==> src/rtl/pwf_multi.sv <==
// Multi-channel pulse-width filter: synchronises slow asynchronous inputs and qualifies each
// level change over a run of consecutive samples before it reaches the clk11m control logic.
module pwf_multi #(
    parameter int CH          = 4,
    parameter int CNT_W       = 4,
    parameter int HI_CNT      = 12,
    parameter int LO_CNT      = 1,
    parameter int SYNC_STAGES = 2
) (
    input  logic          clk11m,
    input  logic          rst_n,
    input  logic          en,
    input  logic [CH-1:0] g,
    output logic [CH-1:0] i,
    output logic [CH-1:0] rise,
    output logic [CH-1:0] fall
);

    typedef enum logic [1:0] {LOW, QUAL_HI, HIGH, QUAL_LO} state_t;

    localparam logic [CNT_W-1:0] HI_LAST = CNT_W'(HI_CNT - 1);
    localparam logic [CNT_W-1:0] LO_LAST = CNT_W'(LO_CNT - 1);

    if (HI_CNT < 1 || HI_CNT >= 2**CNT_W) begin : g_bad_hi_cnt
        $error("pwf_multi: HI_CNT must be in 1..2**CNT_W-1");
    end
    if (LO_CNT < 1 || LO_CNT >= 2**CNT_W) begin : g_bad_lo_cnt
        $error("pwf_multi: LO_CNT must be in 1..2**CNT_W-1");
    end
    if (SYNC_STAGES < 2) begin : g_bad_sync
        $error("pwf_multi: SYNC_STAGES must be at least 2");
    end

    logic [CH-1:0][SYNC_STAGES-1:0] sync_q;
    logic [CH-1:0]                  gs;
    state_t                         state [CH];
    logic [CNT_W-1:0]               cnt   [CH];

    // NOTE: every flop here, including the synchroniser chain, is cleared by the async reset so
    // the outputs read 0 immediately and the first post-reset edge starts from a known history.
    always_ff @(posedge clk11m or negedge rst_n) begin
        if (!rst_n) begin
            sync_q <= '0;
        end else begin
            for (int k = 0; k < CH; k++) begin
                sync_q[k] <= {sync_q[k][SYNC_STAGES-2:0], g[k]};
            end
        end
    end

    always_comb begin
        gs = '0;
        for (int k = 0; k < CH; k++) begin
            gs[k] = sync_q[k][SYNC_STAGES-1];
        end
    end

    // NOTE: state is updated with non-blocking assignments so every channel in the loop sees the
    // pre-edge values; blocking here would create order-dependent simulation results.
    always_ff @(posedge clk11m or negedge rst_n) begin
        if (!rst_n) begin
            for (int k = 0; k < CH; k++) begin
                state[k] <= LOW;
                cnt[k]   <= '0;
            end
            i    <= '0;
            rise <= '0;
            fall <= '0;
        end else begin
            for (int k = 0; k < CH; k++) begin
                rise[k] <= 1'b0;
                fall[k] <= 1'b0;
                if (!en) begin
                    cnt[k]   <= '0;
                    state[k] <= i[k] ? HIGH : LOW;
                end else begin
                    case (state[k])
                        LOW: begin
                            if (gs[k]) begin
                                if (HI_CNT == 1) begin
                                    i[k]     <= 1'b1;
                                    rise[k]  <= 1'b1;
                                    state[k] <= HIGH;
                                end else begin
                                    cnt[k]   <= CNT_W'(1);
                                    state[k] <= QUAL_HI;
                                end
                            end
                        end
                        QUAL_HI: begin
                            if (!gs[k]) begin
                                cnt[k]   <= '0;
                                state[k] <= LOW;
                            end else if (cnt[k] == HI_LAST) begin
                                i[k]     <= 1'b1;
                                rise[k]  <= 1'b1;
                                cnt[k]   <= '0;
                                state[k] <= HIGH;
                            end else begin
                                cnt[k] <= cnt[k] + 1'b1;
                            end
                        end
                        HIGH: begin
                            if (!gs[k]) begin
                                if (LO_CNT == 1) begin
                                    i[k]     <= 1'b0;
                                    fall[k]  <= 1'b1;
                                    state[k] <= LOW;
                                end else begin
                                    cnt[k]   <= CNT_W'(1);
                                    state[k] <= QUAL_LO;
                                end
                            end
                        end
                        QUAL_LO: begin
                            if (gs[k]) begin
                                cnt[k]   <= '0;
                                state[k] <= HIGH;
                            end else if (cnt[k] == LO_LAST) begin
                                i[k]     <= 1'b0;
                                fall[k]  <= 1'b1;
                                cnt[k]   <= '0;
                                state[k] <= LOW;
                            end else begin
                                cnt[k] <= cnt[k] + 1'b1;
                            end
                        end
                        default: begin
                            cnt[k]   <= '0;
                            state[k] <= i[k] ? HIGH : LOW;
                        end
                    endcase
                end
            end
        end
    end

endmodule

==> config.mk <==
export PLATFORM = sky130hd
export DESIGN_NAME = pwf_multi
export DESIGN_NICKNAME = d
export VERILOG_FILES = /design/src/rtl/pwf_multi.sv
export SDC_FILE = /design/constraint.sdc
export NUM_CORES = 1
export LEC_CHECK = 0
export ABC_AREA = 1
export BUFFER_PORTS_ARGS = -buffer_cell sky130_fd_sc_hd__buf_2
export CORE_AREA = 2 2 69 71
export CTS_CLUSTER_SIZE = 20
export DETAILED_ROUTE_END_ITERATION = 8
export DIE_AREA = 0 0 71 73
export PLACE_DENSITY = 0.75
export SLEW_MARGIN = 20
export SYNTH_ARGS = -nofsm -noshare
export SYNTH_HDL_FRONTEND = slang
export SYNTH_SLANG_ARGS = --single-unit
==> constraint.sdc <==
create_clock -name clk11m -period 1.45 [get_ports clk11m]
set_input_delay 0.145 -clock clk11m [delete_from_list [all_inputs] [get_ports clk11m]]
set_output_delay 0.145 -clock clk11m [all_outputs]
set_load 0.05 [all_outputs]
# --- Yosys cells after proc, flatten, opt, wreduce, memory -nomap -nowiden ---
# Index checks and enable logic that the tools add are counted.
word_totals:
  ff_bits: 44
  inputBits: 7
classes:
  n_addsub: 4
  eq_ne: 56
  mux: 124
  reduce_logical: 24
op_table:
  columns: ["cell", "n"]
  rows:
  - ["two-way mux 4 bit", 24]
  - ["two-way mux 2 bit", 32]
  - ["two-way mux 1 bit", 52]
  - ["!= test 2 bit, second input constant", 24]
  - ["case mux 4 bit (3 select lines)", 4]
  - ["!= test 4 bit, second input constant", 8]
  - ["case mux 2 bit (4 select lines)", 4]
  - ["AND reduction 7 bit", 4]
  - ["!= test 3 bit, second input constant", 8]
  - ["adder 4 x 1 -> 4 bit, second input constant", 4]
  - ["== test 2 bit, second input constant", 8]
  - ["== test 4 bit, second input constant", 4]
  - ["zero test 4 bit", 4]
  - ["AND reduction 4 bit", 4]
  - ["case mux 1 bit (3 select lines)", 4]
  - ["nonzero test 3 bit", 4]
  - ["== test 2 x 1 -> 1 bit, second input constant", 4]
  - ["zero test 2 bit", 4]
  - ["case mux 1 bit (2 select lines)", 4]
  - ["AND reduction 2 bit", 4]

# --- Depth between registers and ports, before layout ---
# Gate-level depths: netlist of run 1.
depth:
  word_depth: 5
  depth_mapped: 10
  mapped_depth_nobuf: 9

# --- Worst setup path after synthesis of run 1 ---
# No wires, ideal clock.
synth_path:
  path_kind: "flip-flop to flip-flop"
  from: "reg state[6] (netlist name)"
  to: "reg i[0]"
  arrival_ps: 1166
  required_time_ps: 1331
  path_slack_ps: 164
  stages_incl_launch_ff: 9
  n_path_buf: 1
  cell_sequence: "dfrtp_1 ha_1 buf_2 nand2_1 o21ai_0 a21oi_1 nand3_1 nand2_1 nand2_1"
synth_via:
  elab_chain_cells: 3
  word_cells_on_any_way: 11
  cone_classes: "eq/ne: 8; mux: 1; reduce/logical: 2"
synth_lines:
  columns: ["item", "line", "rtl"]
  rows:
  - ["start: declaration", "36", "state_t state [CH];"]
  - ["start signal: indexed assignment", "75", "state[k] <= i[k] ? HIGH : LOW;"]
  - ["start signal: indexed assignment", "130", "state[k] <= i[k] ? HIGH : LOW;"]
  - ["== test 2 bit / == test 2 x 1 -> 1 bit (equally long branches)", "77", "case (state[k])"]
  - ["!= test 2 bit (no source line) / nonzero test 3 bit (equally long branches)", null, null]
  - ["AND reduction 7 bit (no source line)", null, null]
  - ["end signal: indexed assignment", "81", "i[k] <= 1'b1;"]
  - ["end signal: indexed assignment", "95", "i[k] <= 1'b1;"]
  - ["end signal: indexed assignment", "106", "i[k] <= 1'b0;"]
  - ["end: declaration", "14", "output logic [CH-1:0] i,"]
# Several ways; a longest one is shown, not always the timed one.
# A chain may end at the register's enable or synchronous reset.

# --- Worst setup path after layout of run 1 ---
layout_path:
  from: "reg state[6] (netlist name)"
  to: "reg cnt[14] (netlist name)"
layout_via:
  elab_chain_cells: 3
  word_cells_on_any_way: 9
  cone_classes: "eq/ne: 5; mux: 2; reduce/logical: 2"
layout_lines:
  columns: ["item", "line", "rtl"]
  rows:
  - ["== test 2 bit (tied with other cells)", "77", null]
  - ["case mux 4 bit (3 select lines) (tied with other cells)", "77", null]
  - ["two-way mux 4 bit / AND reduction 2 bit (equally long branches)", null, null]
  - ["end signal: indexed assignment", "100", "cnt[k] <= cnt[k] + 1'b1;"]
  - ["end signal: indexed assignment", "125", "cnt[k] <= cnt[k] + 1'b1;"]
  - ["end: declaration", "37", "logic [CNT_W-1:0] cnt [CH];"]
# Several ways; a longest one is shown, not always the timed one.

==> flow_metrics.py, run 1 <==
metrics = {
    "clock_network": {
        "insertion_delay_ns": 0.30,
        "clk_pin_slew_worst_paths_ns": 0.08,
        "cts_max_level": 2,
        "cts-root-buf": "clkbuf_8",
        "cts_buffer_depth": 2,
        "cts_tree": "done",
        "cts_made_buffers": 5,
        "cts_sinks": 44,
    },
    "route": {
        "ant_nets": 0,
        "drc": 0,
        "drtIter0Drc": 144,
        "viasPerCell": 5.056,
        "via_count": 2149,
        "first_pass_iters": 4,
        "post_drt_wl_per_cell_um": 10.91,
        "routed_wl_um": 4635,
    },
    "layout": {
        "final_cell_area_um2": 2893,
        "syn2layout_area_growth_pct": 13.61,
        "final_util_pct": 63.78,
        "antennaDiodeCount": 0,
        "nets": 389,
        "layout_commonest_cell": "nand2_1",
        "mostFrequentLayoutCells": "nand2_1 (110), inv_1 (45), dfrtp_1 (43), nand3_1 (31), buf_2 (18)",
        "drive_above_1_share_pct": 16.44,
        "final_cells": 425,
    },
    "yosys": {
        "synth_area_per_cell_um2": 7.423,
        "yosysWarnings": 0,
        "seq_area_frac_synth_pct": 43.24,
        "netlist_area_um2": 2546,
        "syn_nets": 362,
        "synth_seq_cells": 44,
        "synth_area_leaders": "dfrtp_1 (43%), nand2_1 (16%), inv_1 (6.8%)",
        "synth_top_area_share_pct": 43.24,
        "synth_cell_type_count": 24,
        "synthCells": 343,
        "yosys.area.top_type": "dfrtp_1",
    },
    "placement": {
        "pre_cts_slack_ns": 0.02749,
        "dp_hpwl_um": 3450,
        "post_dp_cell_area_um2": 2688,
        "io_buffers": 18,
        "gp_congestion": 0.8852,
        "dp.cells": 411,
    },
    "timing": {
        "slew_headroom_pct": 71.10,
        "fmax_mhz": 726.7,
        "fin_ws_ns": 0.07400,
        "finalMaxSlewViolations": 0,
        "worst_pin_slew_ns": 0.4334,
        "final-hold-violation-count": 0,
        "hold_slack_ns": 0.2405,
        "setup_tns_ns": 0,
        "fin_crit_ns": 1.376,
        "setup_violations": 0,
        "fin_skew_ns": 0.01115,
        "period_share_pct": 94.90,
    },
    "worst_setup_path": {
        "arrival_ns": 1.57,
        "critPathMaxFanout": 5,
        "crit_path_end_kind": "flop",
        "worst-setup-path-type": "reg2reg",
        "critPathRequiredTime_ns": 1.64,
        "start_kind": "flop",
    },
    "status": {
        "status": "finished, final reports clean",
    },
    "floorplanning": {
        "die_h_um": 73,
        "initial_core_util_pct": 56.14,
        "core.rowCount": 25,
        "ios": 19,
        "die_x_um": 71,
        "die_area_um2": 5183,
        "core-area_um2": 4536,
    },
    "worst_hold_path": {
        "min_path_type": "in2reg",
    },
    "power": {
        "power_mw": 3.553,
        "power.density_nw_per_um2": 1228,
        "p_leak_nw": 1.582,
        "max-vdd-ir-drop_mv": 0.6713,
    },
    "global_route": {
        "grt_max_degree": 27,
        "antenna_found_initial": 0,
        "grt_pass1_vias": 1887,
        "grt_pass1_wl_um": 7990,
        "track_usage_pct": 19.25,
        "grt-ovfl-total": 0,
    },
    "flow_run": {
        "max-cap-violations": 0,
    },
}
-- per-layer routing --
metal | track usage [%] | routed length, um
met1 | 24.34 | 2271
met2 | 33.33 | 2158
met3 | 4.144 | 139
met4 | 5.660 | 66
met5 | 0 | 0
-- what timing repair did --
action,CTS,global route
hold endpoints to repair,22,0
resized for setup,0,10
hold buffers,5,0
setup endpoints to repair,0,6
setup buffers,0,1
-- power by group --
group / internal, mW / switching (mW)
clock network: 0.512 / 0.416
logic: 0.374 / 0.735
registers: 1.35 / 0.161
-- final timing paths --
check / startpoint / to / slack, ns / cells past startpoint
worst max-delay path: state[6] / cnt[14] / 0.07 / 9
worst min-delay path: en / fall[0] / 0.24 / 3
worst max register to register: state[6] / cnt[14] / 0.07 / 9
worst min register to register: sync_q[4] / gs[2] / 0.35 / 0
max in group asynchronous: rst_n / state[6] / 0.65 / 3
min in group asynchronous: rst_n / fall[3] / 0.31 / 2
-- synth_stat cells --
library cell,instances
a21oi_1,15
nor3_1,1
o22ai_1,2
inv_2,11
nand2_2,2
nor2_4,3
nand3_2,2
nor3_4,1
o21ai_0,12
buf_6,1
dfrtp_1,44
inv_1,46
nor2_2,4
ha_1,12
nand4_1,5
o21ai_2,1
buf_2,2
nor3_2,1
nor2_1,17
buf_4,3
o21ai_1,12
nand3_1,32
xor2_1,3
nand2_1,111
-- sequential cells by signal (all words and copies together) (netlist names) --
| register | count |
|---|---|
| fall | 4 |
| sync_q | 4 |
| rise | 4 |
| cnt | 16 |
| i | 4 |
| gs | 4 |
| state | 8 |
-- worst max-delay path, stage by stage, from the launching register on --
cell     delay [ns]
dfrtp_2        0.47
inv_1          0.11
ha_2           0.23
nand2_1        0.10
nand2_2        0.13
inv_2          0.06
nand2_1        0.05
nand2_1        0.04
inv_1          0.05
a21oi_1        0.03
-- area by class of cell --
| cell class | instances | area (um^2) |
|---|---|---|
| fillers | 395 | 1643 |
| multi-input cells | 236 | 1226 |
| flip-flops and latches | 44 | 1102 |
| inverters | 57 | 214.0 |
| repair buffers | 26 | 175.2 |
| clock buffers | 6 | 72.57 |
| well taps | 54 | 67.56 |
| clock inverters | 2 | 35.03 |
-- cell families after synthesis --
group	synth area share (%)
and+or+nand+nor	31.20
DFF	43.24
adders and majority gates	5.897
AOI/OAI and AO/OA	8.501
xor gates and xnor gates	1.032
buffers and inverters	10.12
Note: power is estimated with default switching activity, not from simulation.
==> run 2: changes to the inputs <==
==> constraint.sdc (replaced) <==
create_clock -name clk11m -period 1.5 [get_ports clk11m]
set_input_delay 0.15 -clock clk11m [delete_from_list [all_inputs] [get_ports clk11m]]
set_output_delay 0.15 -clock clk11m [all_outputs]
set_load 0.05 [all_outputs]
==> run 2 against run 1 <==
Effect of this change:
- sequential power shrank 3%
- via count decreased by 2.4%
- global-route usage up 0.059 points
- non-clock buffer count down 1
- combinational power is 5% lower
- cell area is 0.26% lower
- count of clock-buffer cells in the layout is the same
- register-to-register slack improved by 0.03 ns
- first-iteration DRC count fell by 7.6%
- critical path depth unchanged
- sequential share of layout area rose by 0.099 points
- setup slack better by 0.031 ns
- critical path type unchanged
- critical endpoint unchanged
==> flow_metrics.py, run 2 (same netlist as run 1, synthesis figures left out) <==
metrics = {
    "status": {
        "status": "finished, final reports clean",
    },
    "placement": {
        "io_buffers": 18,
        "dp_hpwl_um": 3414,
        "post_dp_cell_area_um2": 2688,
        "gp_congestion": 0.8852,
    },
    "layout": {
        "syn2layout_area_growth_pct": 13.32,
        "nets": 388,
        "drive_above_1_share_pct": 15.95,
        "layout_commonest_cell": "nand2_1",
        "mostFrequentLayoutCells": "nand2_1 (110), inv_1 (46), dfrtp_1 (43), nand3_1 (31), buf_2 (18)",
        "final_cell_area_um2": 2885,
        "seq_area_um2": 1102,
        "antennaDiodeCount": 0,
        "n_fill_cell": 408,
        "largest_register_ffs": 16,
        "multi_input_area_um2": 1226,
        "biggestRegsByFlops": "cnt: 16 flops, state: 8 flops",
        "top_register": "cnt",
    },
    "timing": {
        "slew_headroom_pct": 70.83,
        "fin_skew_ns": 0.01343,
        "setup_tns_ns": 0,
        "period_share_pct": 93.00,
        "rsz0062_at_grt": "false",
        "final-hold-violation-count": 0,
        "fin_crit_ns": 1.395,
        "finalMaxSlewViolations": 0,
        "fmax_mhz": 716.9,
        "setup_violations": 0,
        "worst_pin_slew_ns": 0.4375,
    },
    "global_route": {
        "grt_max_degree": 27,
        "grt-ovfl-total": 0,
        "grt_pass1_vias": 1916,
        "antenna_found_initial": 0,
        "grt_pass1_wl_um": 8010,
        "track_usage_pct": 19.31,
    },
    "worst_setup_path": {
        "start_kind": "flop",
        "critPathMaxFanout": 5,
        "critPathRequiredTime_ns": 1.68,
        "arrival_ns": 1.58,
        "worst-setup-path-type": "reg2reg",
        "crit_path_end_kind": "flop",
    },
    "route": {
        "routed_wl_um": 4652,
        "ant_nets": 0,
        "viasPerCell": 4.946,
        "via_count": 2097,
        "drc": 0,
        "drtIter0Drc": 133,
        "first_pass_iters": 4,
        "post_drt_wl_per_cell_um": 10.97,
    },
    "power": {
        "combPwrFrac_pct": 31.0,
        "switchingPower_mw": 1.259,
        "p_leak_nw": 1.578,
        "p_int_mw": 2.152,
        "power.density_nw_per_um2": 1182,
        "max-vdd-ir-drop_mv": 0.6322,
        "power_frac_clock_pct": 26.0,
        "swShare_pct": 36.91,
        "power_mw": 3.410,
        "seqPwrFrac_pct": 43.0,
    },
    "clock_network": {
        "cts_made_buffers": 5,
        "insertion_delay_ns": 0.29,
        "cts_tree": "done",
        "clk_pin_slew_worst_paths_ns": 0.08,
        "cts-root-buf": "clkbuf_8",
        "cts_buffer_depth": 2,
        "cts_max_level": 2,
        "cts_sinks": 44,
    },
    "floorplanning": {
        "initial_core_util_pct": 56.14,
        "ios": 19,
        "core.rowCount": 25,
        "die_area_um2": 5183,
        "die_h_um": 73,
        "die_x_um": 71,
        "core-area_um2": 4536,
    },
    "flow_run": {
        "max-cap-violations": 0,
    },
    "worst_hold_path": {
        "min_path_type": "in2reg",
    },
}
## run 2: cell count changes in the layout (fill, tap and decap cells not counted)
| cell | delta |
|---|---|
| inv_1 | +1 |
| inv_2 | -1 |
| buf_4 | -1 |
## run 2: path summary, 6_finish.rpt
| check | depth (start not counted) | slack (ns) | from | to |
|---|---|---|---|---|
| worst max-delay path | 9 | 0.11 | state[6] | cnt[14] |
| worst min-delay path | 3 | 0.25 | en | fall[0] |
| worst max register to register | 9 | 0.11 | state[6] | cnt[14] |
| worst min register to register | 0 | 0.35 | sync_q[0] | gs[0] |
| max in group asynchronous | 3 | 0.68 | rst_n | state[6] |
| min in group asynchronous | 2 | 0.32 | rst_n | cnt[11] |
## run 2: what timing repair did
action	4_1_cts	5_1_grt
resized for setup	0	9
setup endpoints to repair	0	5
buffers inserted	0	0
hold buffers	5	0
endpoints found under the hold margin	22	0
## run 2: power by group through the flow
stage | logic (mW) | clock network, mW | registers [mW]
detailed placement | 0.984 | 0 | 1.47
global placement | 0.979 | 0 | 1.46
finish | 1.06 | 0.886 | 1.47
floorplan | 0.672 | 0 | 1.57
CTS | 1.00 | 0.924 | 1.45
global route | 1.19 | 0.965 | 1.49
## run 2: through the flow
stage | hold slack (ns) | worst slack, ns | instances | util (%)
floorplan | -0.1456 | 0.2144 | 343 | -
global placement | 0.1170 | 0.09605 | 411 | 59.26
detailed placement | 0.1184 | 0.07567 | 411 | 59.26
CTS | 0.2356 | 0.07532 | 424 | 62.73
global route | 0.2640 | 0.008873 | 424 | 63.61
finish | 0.2515 | 0.1051 | 424 | 63.61
## run 2: metal layers
metal | vias to the layer above | global-route usage (%) | share of wire (%)
met2 | 35 | 33.02 | 47
met4 | 0 | 5.241 | 1.0
met5 | - | 0 | 0
met3 | 4 | 3.729 | 3.0
li1 | 1126 | - | -
met1 | 932 | 25.22 | 49
## run 2: cell type report
| cell class | count | area share, % |
|---|---|---|
| timing repair buffer | 25 | 5.811 |
| tap | 54 | 2.342 |
| clock inverter | 2 | 1.214 |
| inverter | 57 | 7.415 |
| multi-input combinational | 236 | 42.50 |
| sequential | 44 | 38.20 |
| clock buffer | 6 | 2.515 |
## run 2: critical path, cell delays in order, from the launching register on
cell	delay [ns]
dfrtp_2	0.47
inv_1	0.11
ha_2	0.24
nand2_1	0.11
nand2_2	0.13
inv_2	0.06
nand2_1	0.05
nand2_1	0.04
inv_1	0.05
a21oi_1	0.03
==> run 3: changes to the inputs <==
==> constraint.sdc (replaced) <==
create_clock -name clk11m -period 1.6 [get_ports clk11m]
set_input_delay 0.24 -clock clk11m [delete_from_list [all_inputs] [get_ports clk11m]]
set_output_delay 0.24 -clock clk11m [all_outputs]
set_load 0.05 [all_outputs]
==> run 3 against run 2 <==
Effect of this change:
- worst hold slack worse by 0.21 ns
- register-to-register slack better by 0.08 ns
- final cell count is 0.94% lower
- largest power group unchanged
==> flow_metrics.py, run 3 (same netlist as run 1, synthesis figures left out) <==
metrics = {
    "global_route": {
        "antenna_found_initial": 0,
        "track_usage_pct": 19.50,
        "grt_max_degree": 27,
        "grt_pass1_wl_um": 8086,
        "grt-ovfl-total": 0,
        "grt_pass1_vias": 1946,
    },
    "timing": {
        "period_share_pct": 88.57,
        "rsz0062_at_grt": "false",
        "setup_violations": 0,
        "finalMaxSlewViolations": 0,
        "setup_tns_ns": 0,
        "final-hold-violation-count": 0,
        "worst_pin_slew_ns": 0.4368,
        "fin_ws_ns": 0.1828,
        "fmax_mhz": 705.6,
        "fin_crit_ns": 1.417,
        "slew_headroom_pct": 70.88,
        "fin_skew_ns": 0.01049,
    },
    "layout": {
        "largest_register_ffs": 16,
        "biggestRegsByFlops": "cnt: 16 flops, state: 8 flops",
        "antennaDiodeCount": 0,
        "mostFrequentLayoutCells": "nand2_1 (111), inv_1 (46), dfrtp_1 (44), nand3_1 (32), buf_2 (18)",
        "drive_above_1_share_pct": 14.48,
        "layout_commonest_cell": "nand2_1",
        "nets": 384,
        "top_register": "cnt",
        "syn2layout_area_growth_pct": 10.27,
    },
    "route": {
        "drc": 0,
        "drtIter0Drc": 139,
        "viasPerCell": 5.110,
        "post_drt_wl_per_cell_um": 10.95,
        "routed_wl_um": 4600,
        "ant_nets": 0,
        "first_pass_iters": 4,
        "via_count": 2146,
    },
    "worst_hold_path": {
        "min_path_type": "in2reg",
    },
    "placement": {
        "pre_cts_slack_ns": 0.1795,
        "dp_hpwl_um": 3460,
        "io_buffers": 18,
        "gp_congestion": 0.8844,
    },
    "power": {
        "p_leak_nw": 1.558,
        "power.density_nw_per_um2": 1115,
        "max-vdd-ir-drop_mv": 0.4719,
    },
    "clock_network": {
        "cts_tree": "done",
        "clk_pin_slew_worst_paths_ns": 0.09,
        "insertion_delay_ns": 0.30,
        "cts-root-buf": "clkbuf_8",
        "cts_buffer_depth": 2,
        "postCtsSetupBuffers": 0,
        "cts_made_buffers": 5,
        "cts_max_level": 2,
        "cts_sinks": 44,
    },
    "floorplanning": {
        "die_x_um": 71,
        "initial_core_util_pct": 56.14,
        "ios": 19,
        "core.rowCount": 25,
        "core-area_um2": 4536,
        "die_h_um": 73,
        "die_area_um2": 5183,
    },
    "flow_run": {
        "max-cap-violations": 0,
    },
    "worst_setup_path": {
        "arrival_ns": 1.65,
        "crit_chain": "inv_1, ha_1, nand2_1, nand2_1, inv_2, nand2_1, nand2_1, inv_1, a21oi_1",
        "start_kind": "flop",
        "crit_family": "flip-flops",
        "path_common_cell": "nand2_1",
        "crit_path_end_kind": "flop",
        "path_buf_inv": 3,
        "max_stage_delay_ns": 0.40,
        "crit_slowest_cell": "dfrtp_1",
        "critPathRequiredTime_ns": 1.83,
        "critPathMaxFanout": 5,
        "worst-setup-path-type": "reg2reg",
    },
    "status": {
        "status": "finished, final reports clean",
    },
}
run 3: changes by cell type in the layout (fill, tap and decap cells not counted), sizes merged:
cell	before	now
dlygate4sd3	5	1
run 3: final timing paths:
kind,slack [ns],end,cells past startpoint,from
setup / recovery,0.18,cnt[14],9,state[6]
hold / removal,0.04,sync_q[6],1,g[3]
setup reg to reg,0.18,cnt[14],9,state[6]
hold reg to reg,0.35,gs[0],0,sync_q[0]
max in group asynchronous,0.71,cnt[5],3,rst_n
min in group asynchronous,0.41,cnt[11],2,rst_n
run 3: stage by stage:
step	cells	hold WS [ns]	instance area, um^2	util (%)	total power, mW
6_report	420	0.04001	2808	61.90	3.129
5_1_grt	420	0.03046	2808	61.90	3.356
4_1_cts	420	0.03455	2805	61.85	3.158
3_5_place_dp	411	0.2092	2688	59.26	2.298
3_3_place_gp	411	0.2070	2688	59.26	2.290
2_1_floorplan	343	-0.05559	2546	-	2.100
run 3: per-layer routing:
| metal | wire length [um] | up-vias | global-route usage (%) |
|---|---|---|---|
| li1 | - | 1126 | - |
| met1 | 2163 | 952 | 25.09 |
| met2 | 2136 | 61 | 32.81 |
| met3 | 232 | 7 | 4.282 |
| met4 | 68 | 0 | 6.499 |
| met5 | 0 | - | 0 |
run 3: where the power goes:
part | internal [mW] | total [mW] | switching (mW)
clock | 0.464 | 0.841 | 0.378
sequential | 1.23 | 1.36 | 0.130
combinational | 0.291 | 0.932 | 0.642
total | 1.98 | 3.13 | 1.15
run 3: repair_timing:
| action | CTS | global route |
|---|---|---|
| hold endpoints to repair | 18 | 0 |
| setup endpoints to repair | 0 | 1 |
| hold buffers | 1 | 0 |
| gates resized for setup | 0 | 1 |
run 3: layout make-up:
| cell class | count | area [um^2] |
|---|---|---|
| clock inverter | 2 | 35.03 |
| clock buffer | 6 | 72.57 |
| inverter | 57 | 214.0 |
| fill | 407 | 1728 |
| multi-input combinational | 236 | 1190 |
| sequential | 44 | 1101 |
| timing repair buffer | 21 | 127.6 |
| tap | 54 | 67.56 |
run 3: worst register-to-register path, cell delays in order, from the launching register on:
cell and delay, ns:
dfrtp_1 0.40, inv_1 0.09, ha_1 0.26, nand2_1 0.12, nand2_1 0.13, inv_2 0.11
nand2_1 0.05, nand2_1 0.05, inv_1 0.04, a21oi_1 0.11
